[config.mk]
export PLATFORM = sky130hd
export DESIGN_NAME = cbd_sampler_flat
export DESIGN_NICKNAME = d
export VERILOG_FILES = /design/src/rtl/cbd_sampler_if.sv /design/src/rtl/cbd_sampler.sv /design/src/flat_wrapper.sv
export SDC_FILE = /design/constraint.sdc
export NUM_CORES = 2
export LEC_CHECK = 0
export CORE_AREA = 4 4 600 602
export CTS_BUF_LIST = sky130_fd_sc_hd__clkbuf_4 sky130_fd_sc_hd__clkbuf_8 sky130_fd_sc_hd__clkbuf_16
export DETAILED_ROUTE_END_ITERATION = 16
export DIE_AREA = 0 0 604 606
export GPL_ROUTABILITY_DRIVEN = 0
export HOLD_SLACK_MARGIN = 0.06
export MAX_ROUTING_LAYER = met4
export SLEW_MARGIN = 20
export SYNTH_ARGS = -nofsm -noshare
export SYNTH_HDL_FRONTEND = slang
export SYNTH_SLANG_ARGS = --single-unit
[constraint.sdc]
create_clock -name clk -period 6.82 [get_ports clk]
set_input_delay 2.046 -clock clk [delete_from_list [all_inputs] [get_ports clk]]
set_output_delay 2.046 -clock clk [all_outputs]
set_load 0.01 [all_outputs]
[src/rtl/cbd_sampler_if.sv]
// ----------------------------------------------------------------------------
// cbd_sampler_if
//   Coefficient stream from the CBD sampler to the NTT/polynomial buffer.
//   Handshake: a beat transfers on a rising clock edge where coeff_valid and
//   coeff_ready are both high; while coeff_valid is high and coeff_ready is
//   low, coeff and coeff_idx hold their values.
//   Signals:
//     coeff_valid  master->slave  coeff/coeff_idx carry a coefficient
//     coeff_ready  slave->master  downstream can take the beat
//     coeff        master->slave  coefficient, 0..Q-1
//     coeff_idx    master->slave  coefficient index, 0..255
// ----------------------------------------------------------------------------
interface cbd_sampler_if #(
   parameter int CW = 12
);
   logic          coeff_valid;
   logic          coeff_ready;
   logic [CW-1:0] coeff;
   logic [7:0]    coeff_idx;

   modport master (
      output coeff_valid,
      output coeff,
      output coeff_idx,
      input  coeff_ready
   );

   modport slave (
      input  coeff_valid,
      input  coeff,
      input  coeff_idx,
      output coeff_ready
   );
endinterface

[src/rtl/cbd_sampler.sv]
// ----------------------------------------------------------------------------
// cbd_sampler
//   Expands a latched PRF byte string Z into the 256 centred-binomial noise
//   coefficients (eta=3 or eta=2), reduced mod Q, and streams them out one per
//   accepted beat.
//   Ports:
//     clk        clock, rising edge
//     rst        asynchronous active-low reset
//     start      pulse: latch Z and n_num (ignored unless IDLE)
//     n_num      1 => eta=3, 2 => eta=2, 0/3 illegal (err pulse)
//     Z          PRF output, Z[0] is the first stream bit
//     cbus       coefficient stream (master side)
//     busy       high while not IDLE
//     done       one-cycle pulse after the last coefficient is accepted
//     err        one-cycle pulse after a start with illegal n_num
//     state_dbg  current FSM state
// ----------------------------------------------------------------------------
module cbd_sampler #(
   parameter int Q      = 3329,
   parameter int N_COEF = 256,
   parameter int Z_W    = 1536,
   parameter int CW     = 12
) (
   input  logic             clk,
   input  logic             rst,
   input  logic             start,
   input  logic [1:0]       n_num,
   input  logic [0:Z_W-1]   Z,
   cbd_sampler_if.master    cbus,
   output logic             busy,
   output logic             done,
   output logic             err,
   output logic [1:0]       state_dbg
);

   typedef enum logic [1:0] {
      S_IDLE = 2'd0,
      S_RUN  = 2'd1,
      S_DONE = 2'd2
   } state_t;

   localparam logic [7:0] LAST_IDX = 8'(N_COEF - 1);

   state_t         state;
   state_t         state_nx;
   // Z is consumed from index 0 upward; shifting left brings the next
   // coefficient's bit group to the front of the buffer.
   logic [0:Z_W-1] zbuf;
   logic           eta3;
   logic [7:0]     idx;
   logic           err_q;

   logic           accept;
   logic           start_ok;
   logic           start_bad;
   logic [1:0]     sum_a;
   logic [1:0]     sum_b;
   logic [CW-1:0]  coeff_mod;

   assign accept    = (state == S_RUN) && cbus.coeff_ready;
   assign start_ok  = (state == S_IDLE) && start && ((n_num == 2'd1) || (n_num == 2'd2));
   assign start_bad = (state == S_IDLE) && start && ((n_num == 2'd0) || (n_num == 2'd3));

   always_ff @(posedge clk or negedge rst) begin
      if (!rst) begin
         state <= S_IDLE;
      end else begin
         state <= state_nx;
      end
   end

   always_comb begin
      state_nx = state;
      case (state)
         S_IDLE:  if (start_ok) state_nx = S_RUN;
         S_RUN:   if (accept && (idx == LAST_IDX)) state_nx = S_DONE;
         S_DONE:  state_nx = S_IDLE;
         default: state_nx = S_IDLE;
      endcase
   end

   always_ff @(posedge clk or negedge rst) begin
      if (!rst) begin
         zbuf  <= '0;
         eta3  <= 1'b0;
         idx   <= '0;
         err_q <= 1'b0;
      end else begin
         err_q <= start_bad;
         if (start_ok) begin
            zbuf <= Z;
            eta3 <= (n_num == 2'd1);
            idx  <= '0;
         end else if (accept) begin
            // eta=2 advances 4 bits per coefficient, so after 256 beats only
            // Z[0:1023] has passed through the window.
            zbuf <= eta3 ? (zbuf << 6) : (zbuf << 4);
            // The counter parks at the last index; leaving RUN is the only exit.
            if (idx != LAST_IDX) idx <= idx + 8'd1;
         end
      end
   end

   // a = first eta bits of the group, b = following eta bits.
   always_comb begin
      sum_a     = 2'd0;
      sum_b     = 2'd0;
      coeff_mod = '0;
      if (eta3) begin
         sum_a = 2'(zbuf[0]) + 2'(zbuf[1]) + 2'(zbuf[2]);
         sum_b = 2'(zbuf[3]) + 2'(zbuf[4]) + 2'(zbuf[5]);
      end else begin
         sum_a = 2'(zbuf[0]) + 2'(zbuf[1]);
         sum_b = 2'(zbuf[2]) + 2'(zbuf[3]);
      end
      if (sum_a >= sum_b) begin
         coeff_mod = CW'(sum_a - sum_b);
      end else begin
         coeff_mod = CW'(Q) - CW'(sum_b - sum_a);
      end
   end

   assign cbus.coeff_valid = (state == S_RUN);
   assign cbus.coeff       = (state == S_RUN) ? coeff_mod : '0;
   assign cbus.coeff_idx   = (state == S_RUN) ? idx : '0;
   assign busy             = (state != S_IDLE);
   assign done             = (state == S_DONE);
   assign err              = err_q;
   assign state_dbg        = state;

endmodule

[src/flat_wrapper.sv]
// flat-port wrapper written by rule: the top's interface ports become plain ports
module cbd_sampler_flat 
#(
   parameter int Q      = 3329,
   parameter int N_COEF = 256,
   parameter int Z_W    = 1536,
   parameter int CW     = 12
)
  (clk, rst, start, n_num, Z, busy, done, err, state_dbg, cbus_coeff_valid, cbus_coeff, cbus_coeff_idx, cbus_coeff_ready);
  cbd_sampler_if #(.CW(CW)) cbus_i ();
  input  logic clk;
  input  logic rst;
  input  logic start;
  input  logic [1:0] n_num;
  input  logic [0:Z_W-1] Z;
  output logic busy;
  output logic done;
  output logic err;
  output logic [1:0] state_dbg;
  output wire logic [$bits(cbus_i.coeff_valid)-1:0] cbus_coeff_valid;
  output wire logic [$bits(cbus_i.coeff)-1:0] cbus_coeff;
  output wire logic [$bits(cbus_i.coeff_idx)-1:0] cbus_coeff_idx;
  input wire logic [$bits(cbus_i.coeff_ready)-1:0] cbus_coeff_ready;
  assign cbus_coeff_valid = cbus_i.coeff_valid;
  assign cbus_coeff = cbus_i.coeff;
  assign cbus_coeff_idx = cbus_i.coeff_idx;
  assign cbus_i.coeff_ready = cbus_coeff_ready;
  cbd_sampler #(.Q(Q), .N_COEF(N_COEF), .Z_W(Z_W), .CW(CW)) u_core (.clk(clk), .rst(rst), .start(start), .n_num(n_num), .Z(Z), .cbus(cbus_i), .busy(busy), .done(done), .err(err), .state_dbg(state_dbg));
endmodule
# Word-level counts from Yosys, hierarchy flattened
# Cells that the tools add are included.
classes:
  addsub: 9
  magnitude_cmp: 1
  eq_ne: 9
  n_mux: 14
  reduce_logical: 14
op_table:
  columns: ["cell", "count"]
  rows:
  - ["$mux W1536", 3]
  - ["$mux W8", 4]
  - ["$mux W12", 2]
  - ["$sub A12 B12 Y12 const A", 1]
  - ["$add A8 B1 Y8 const B", 1]
  - ["$eq A8 B8 Y1 const B", 1]
  - ["$mux W2", 4]
  - ["$ne A8 B8 Y1 const B", 1]
  - ["$add A1 B1 Y2", 3]
  - ["$eq A2 B2 Y1 const B", 3]
  - ["$reduce_bool A2 Y1", 3]
  - ["$sub A2 B2 Y3", 2]
  - ["$logic_and A1 B1 Y1", 5]
  - ["$add A2 B1 Y2", 2]
  - ["$eq A2 B1 Y1 const B", 2]
  - ["$logic_not A2 Y1", 2]
  - ["$ne A2 B1 Y1 const B", 2]
  - ["$pmux W2 S2", 1]
  - ["$reduce_and A2 Y1", 2]
  - ["$ge A2 B2 Y1", 1]
  - ["$logic_or A1 B1 Y1", 2]
totals:
  ff_bits: 1548
  input_bits: 1542
  out_inout_bits: 26
  word_cells: 52

# Longest topological paths before layout
logic_depth:
  depth_word: 7
  depth_mapped: 13
  ltp_nobuf: 10

# Worst setup path before layout
# No wires, ideal clock.
synth_timing:
  path_kind: "flip-flop to output port"
  start: "reg u_core.eta3"
  end: "out cbus_coeff[4]"
  t_arrival_ps: 2755
  required_ps: 4774
  setup_slack_ps: 2019
  path_stages_with_launch: 14
  n_path_buf: 5
  cell_sequence: "dfrtp_1 -> buf_2 -> buf_4 -> buf_2 -> buf_2 -> mux2i_1 -> inv_1 -> ha_1 -> fa_1 -> inv_1 -> ha_1 -> a21oi_1 -> nor2_1 -> buf_4"
synth_via:
  elab_chain_len: 5
  word_cells_on_any_way: 8
  cone_classes: "3 x add/sub; 1 x order compare; 4 x mux"
synth_lines:
  columns: ["element", "line_no", "rtl"]
  rows:
  - ["start, declared", "cbd_sampler.sv:49", "logic eta3;"]
  - ["start signal, assigned", "cbd_sampler.sv:92", "eta3 <= (n_num == 2'd1);"]
  - ["$mux W2", "cbd_sampler.sv:109", "if (eta3) begin"]
  - ["$sub A2 B2 Y3", "cbd_sampler.sv:119", "coeff_mod = CW'(Q) - CW'(sum_b - sum_a);"]
  - ["$sub A12 B12 Y12", "cbd_sampler.sv:119", null]
  - ["$mux W12 *", "cbd_sampler.sv:116", "if (sum_a >= sum_b) begin"]
  - ["$mux W12 *", "cbd_sampler.sv:124", "assign cbus.coeff = (state == S_RUN) ? coeff_mod : '0;"]
  - ["end, declared", "flat_wrapper.sv:21", "output wire logic [$bits(cbus_i.coeff)-1:0] cbus_coeff;"]
# Mark *: on every way between the ends. The rest lies on a longest branch, timed or not.

# Worst setup path after layout
layout_timing:
  start: "reg u_core.eta3"
  end: "out cbus_coeff[3]"
# The elaborated chain is that of the path after synthesis.

==> impl_metrics.json <==
{
  "status": "finished, final reports clean",
  "fp.dieArea_mm2": 0.366,
  "cts_tree": "built",
  "fin_util": 0.292,
  "use_met1": 0.204,
  "avgSynthCellArea_um2": 11.1,
  "place_ws_ps": 1450,
  "chipHeight_um": 606,
  "grt_pass1_wl_um": 457000,
  "period_share": 0.888,
  "cts_setup_buffers": 0,
  "grt_busiest_layer": "met2",
  "pin_count": 1568,
  "power_mw": 37.1,
  "routed_via_density": 4.98,
  "grt_start_max_net_pins": 193,
  "postPlaceCellArea_mm2": 0.0969,
  "mostFrequentLayoutCell": "clkdlybuf4s50_1",
  "setup_ws_ps": 761,
  "finalSetupTns_ps": 0,
  "grt_antenna_before_repair": 174,
  "fin_cells": 13200,
  "grtUsageMet2": 0.269,
  "first_iter_violations": 6939,
  "crit_start": "u_core.eta3",
  "grt_pass1_vias": 65200,
  "hold_viol_final": 0,
  "ys_seq_elements": 1548,
  "min_path_type": "reg -> reg",
  "drt_pass1_iterations": 7,
  "worstSkewPairLatency_ps": 880,
  "htree_levels": 4,
  "path_max_fanout": 26,
  "seqCellArea_mm2": 0.0387,
  "cp-end-kind": "primary output",
  "layout_common_cells": "clkdlybuf4s50_1 (1566), dfrtp_1 (1547), a22oi_1 (1530), mux2i_1 (1527), o21ai_0 (1461)",
  "yosys_warnings": 0,
  "timing.slew.headroom": 0.146,
  "drv_slew": 0,
  "syn_nets": 8498,
  "overflow": 0,
  "nets": 9678,
  "num_rows": 219,
  "arrival_ps": 4010,
  "dpl.hpwl_um": 232000,
  "min_from": "u_core.zbuf[1208]",
  "vias": 65600,
  "wire_per_inst_um": 24.3,
  "core_area_mm2": 0.355,
  "rsz0062_at_grt": "false",
  "port_buffers": 1567,
  "multi_input_area_mm2": 0.0352,
  "clk_pin_slew_worst_paths_ps": 60,
  "post-route-min-period_ps": 6060,
  "worstPathRequired_ps": 4770,
  "cts-root-buf": "clkbuf_16",
  "numCtsBuffers": 186,
  "route.detailed.drc": 0,
  "synth_cell_types": 35,
  "irDropWorstVdd_mv": 0.206,
  "finalClockSkew_ps": 72.6,
  "cts_resized": 0,
  "area_growth_pct": 34.3,
  "gr-usage-met3": 0.0357,
  "start_util": 0.218,
  "leakagePower_nw": 38.9,
  "postRouteAntennaNets": 0,
  "fmax_ghz": 0.165,
  "syn_inst": 6943,
  "setup_viol": 0,
  "powerDensity_mw_per_mm2": 357,
  "worst_pin_slew_ps": 1280,
  "hold_buffers": 0,
  "track_usage": 0.169,
  "dp.cells": 12700,
  "worstSetupStartpointType": "register",
  "final_area_mm2": 0.104,
  "worstSetupPathType": "reg -> out",
  "synthesis.area_mm2": 0.0772,
  "maxCapViolCount": 0,
  "die_w_um": 604,
  "reg2reg_from": "u_core.eta3",
  "fill_cells": 36700,
  "wl_um": 321000,
  "whs_ps": 529,
  "drive_gt1_frac": 0.0551,
  "clock_sinks": 1548,
  "clock_tree.buffer_depth": 4,
  "synth-seq-area-share": 0.501
}
==> where the power goes <==
group	internal, mW	switching [mW]	total, mW	leakage, nW
Clock	6.09	4.37	10.5	3.17
Combinational	5.29	5.46	10.8	15.5
Sequential	12.5	3.38	15.9	20.2
Total	23.9	13.2	37.1	38.9
==> final timing paths <==
kind	to	slack, ps	cells past startpoint
max in group asynchronous	u_core.zbuf[830]	4140	2
worst min register to register	u_core.zbuf[1208]	530	2
min in group asynchronous	u_core.zbuf[1108]	1140	1
worst max-delay path	cbus_coeff[3]	760	9
worst min-delay path	u_core.zbuf[1208]	530	2
worst max register to register	u_core.zbuf[384]	1740	6
==> state kept, by name, indices dropped and copies added (netlist names) <==
signal	flops
u_core.err	1
u_core.eta3	1
u_core.idx	8
u_core.state_dbg	2
u_core.zbuf	1536
==> area by class of cell <==
type,count,area share
diodes,176,0.00425
clock buffers,267,0.0534
clock inverters,63,0.00778
inverters,14,0.000507
multi-input cells,4693,0.340
flip-flops and latches,1548,0.373
well taps,4751,0.0573
repair buffers,1680,0.164
==> metal layers <==
metal | routed length, um | part of all wire
met5 | 0 | 0
met4 | 13500 | 0.042
met3 | 20500 | 0.064
met2 | 158000 | 0.49
met1 | 129000 | 0.40
==> critical path, cell delays in order, from the launching register on <==
cell and delay [ps]:
dfrtp_4 860, mux2i_1 360, inv_1 90, ha_1 210, fa_1 500, inv_1 100, ha_1 150, a21oi_1 40
nor2_1 260, clkdlybuf4s50_1 600
==> Yosys cell counts, drive strengths merged <==
cell type / count / area [um^2]
buf: 420 / 2270
o21ai: 1539 / 7700
and2: 8 / 50.1
mux2i: 1533 / 15300
a21oi: 6 / 30.0
dfrtp: 1548 / 38700
nor2: 13 / 51.3
inv: 14 / 52.6
fa: 4 / 80.1
a211oi: 1 / 7.51
nand2b: 2 / 12.5
nand3: 4 / 20.0
and3: 2 / 12.5
a2111oi: 2 / 17.5
o211ai: 3 / 22.5
nor4b: 2 / 23.8
a22oi: 1530 / 11500
nand4: 2 / 12.5
xnor2: 3 / 26.3
nand3b: 2 / 15.0
nor3b: 2 / 15.0
and3b: 1 / 8.76
mux2: 2 / 22.5
o31ai: 2 / 15.0
clkbuf: 268 / 1010
nor3: 2 / 10.0
nand2: 16 / 60.1
nor2b: 1 / 6.26
xor2: 2 / 17.5
ha: 9 / 113
==> cell families (layout without fill, tap and decap cells) <==
family | after synthesis | count (layout) | synth area share
other cells | 0 | 176 | 0
compound gates | 3083 | 3083 | 0.250
simple gates | 57 | 57 | 0.00386
flops | 1548 | 1548 | 0.501
fa+ha+maj | 13 | 13 | 0.00249
buf+inv | 702 | 2024 | 0.0430
xor+xnor | 5 | 5 | 0.000567
mux | 1535 | 1535 | 0.199
Note: power is estimated with default switching activity, not from simulation.
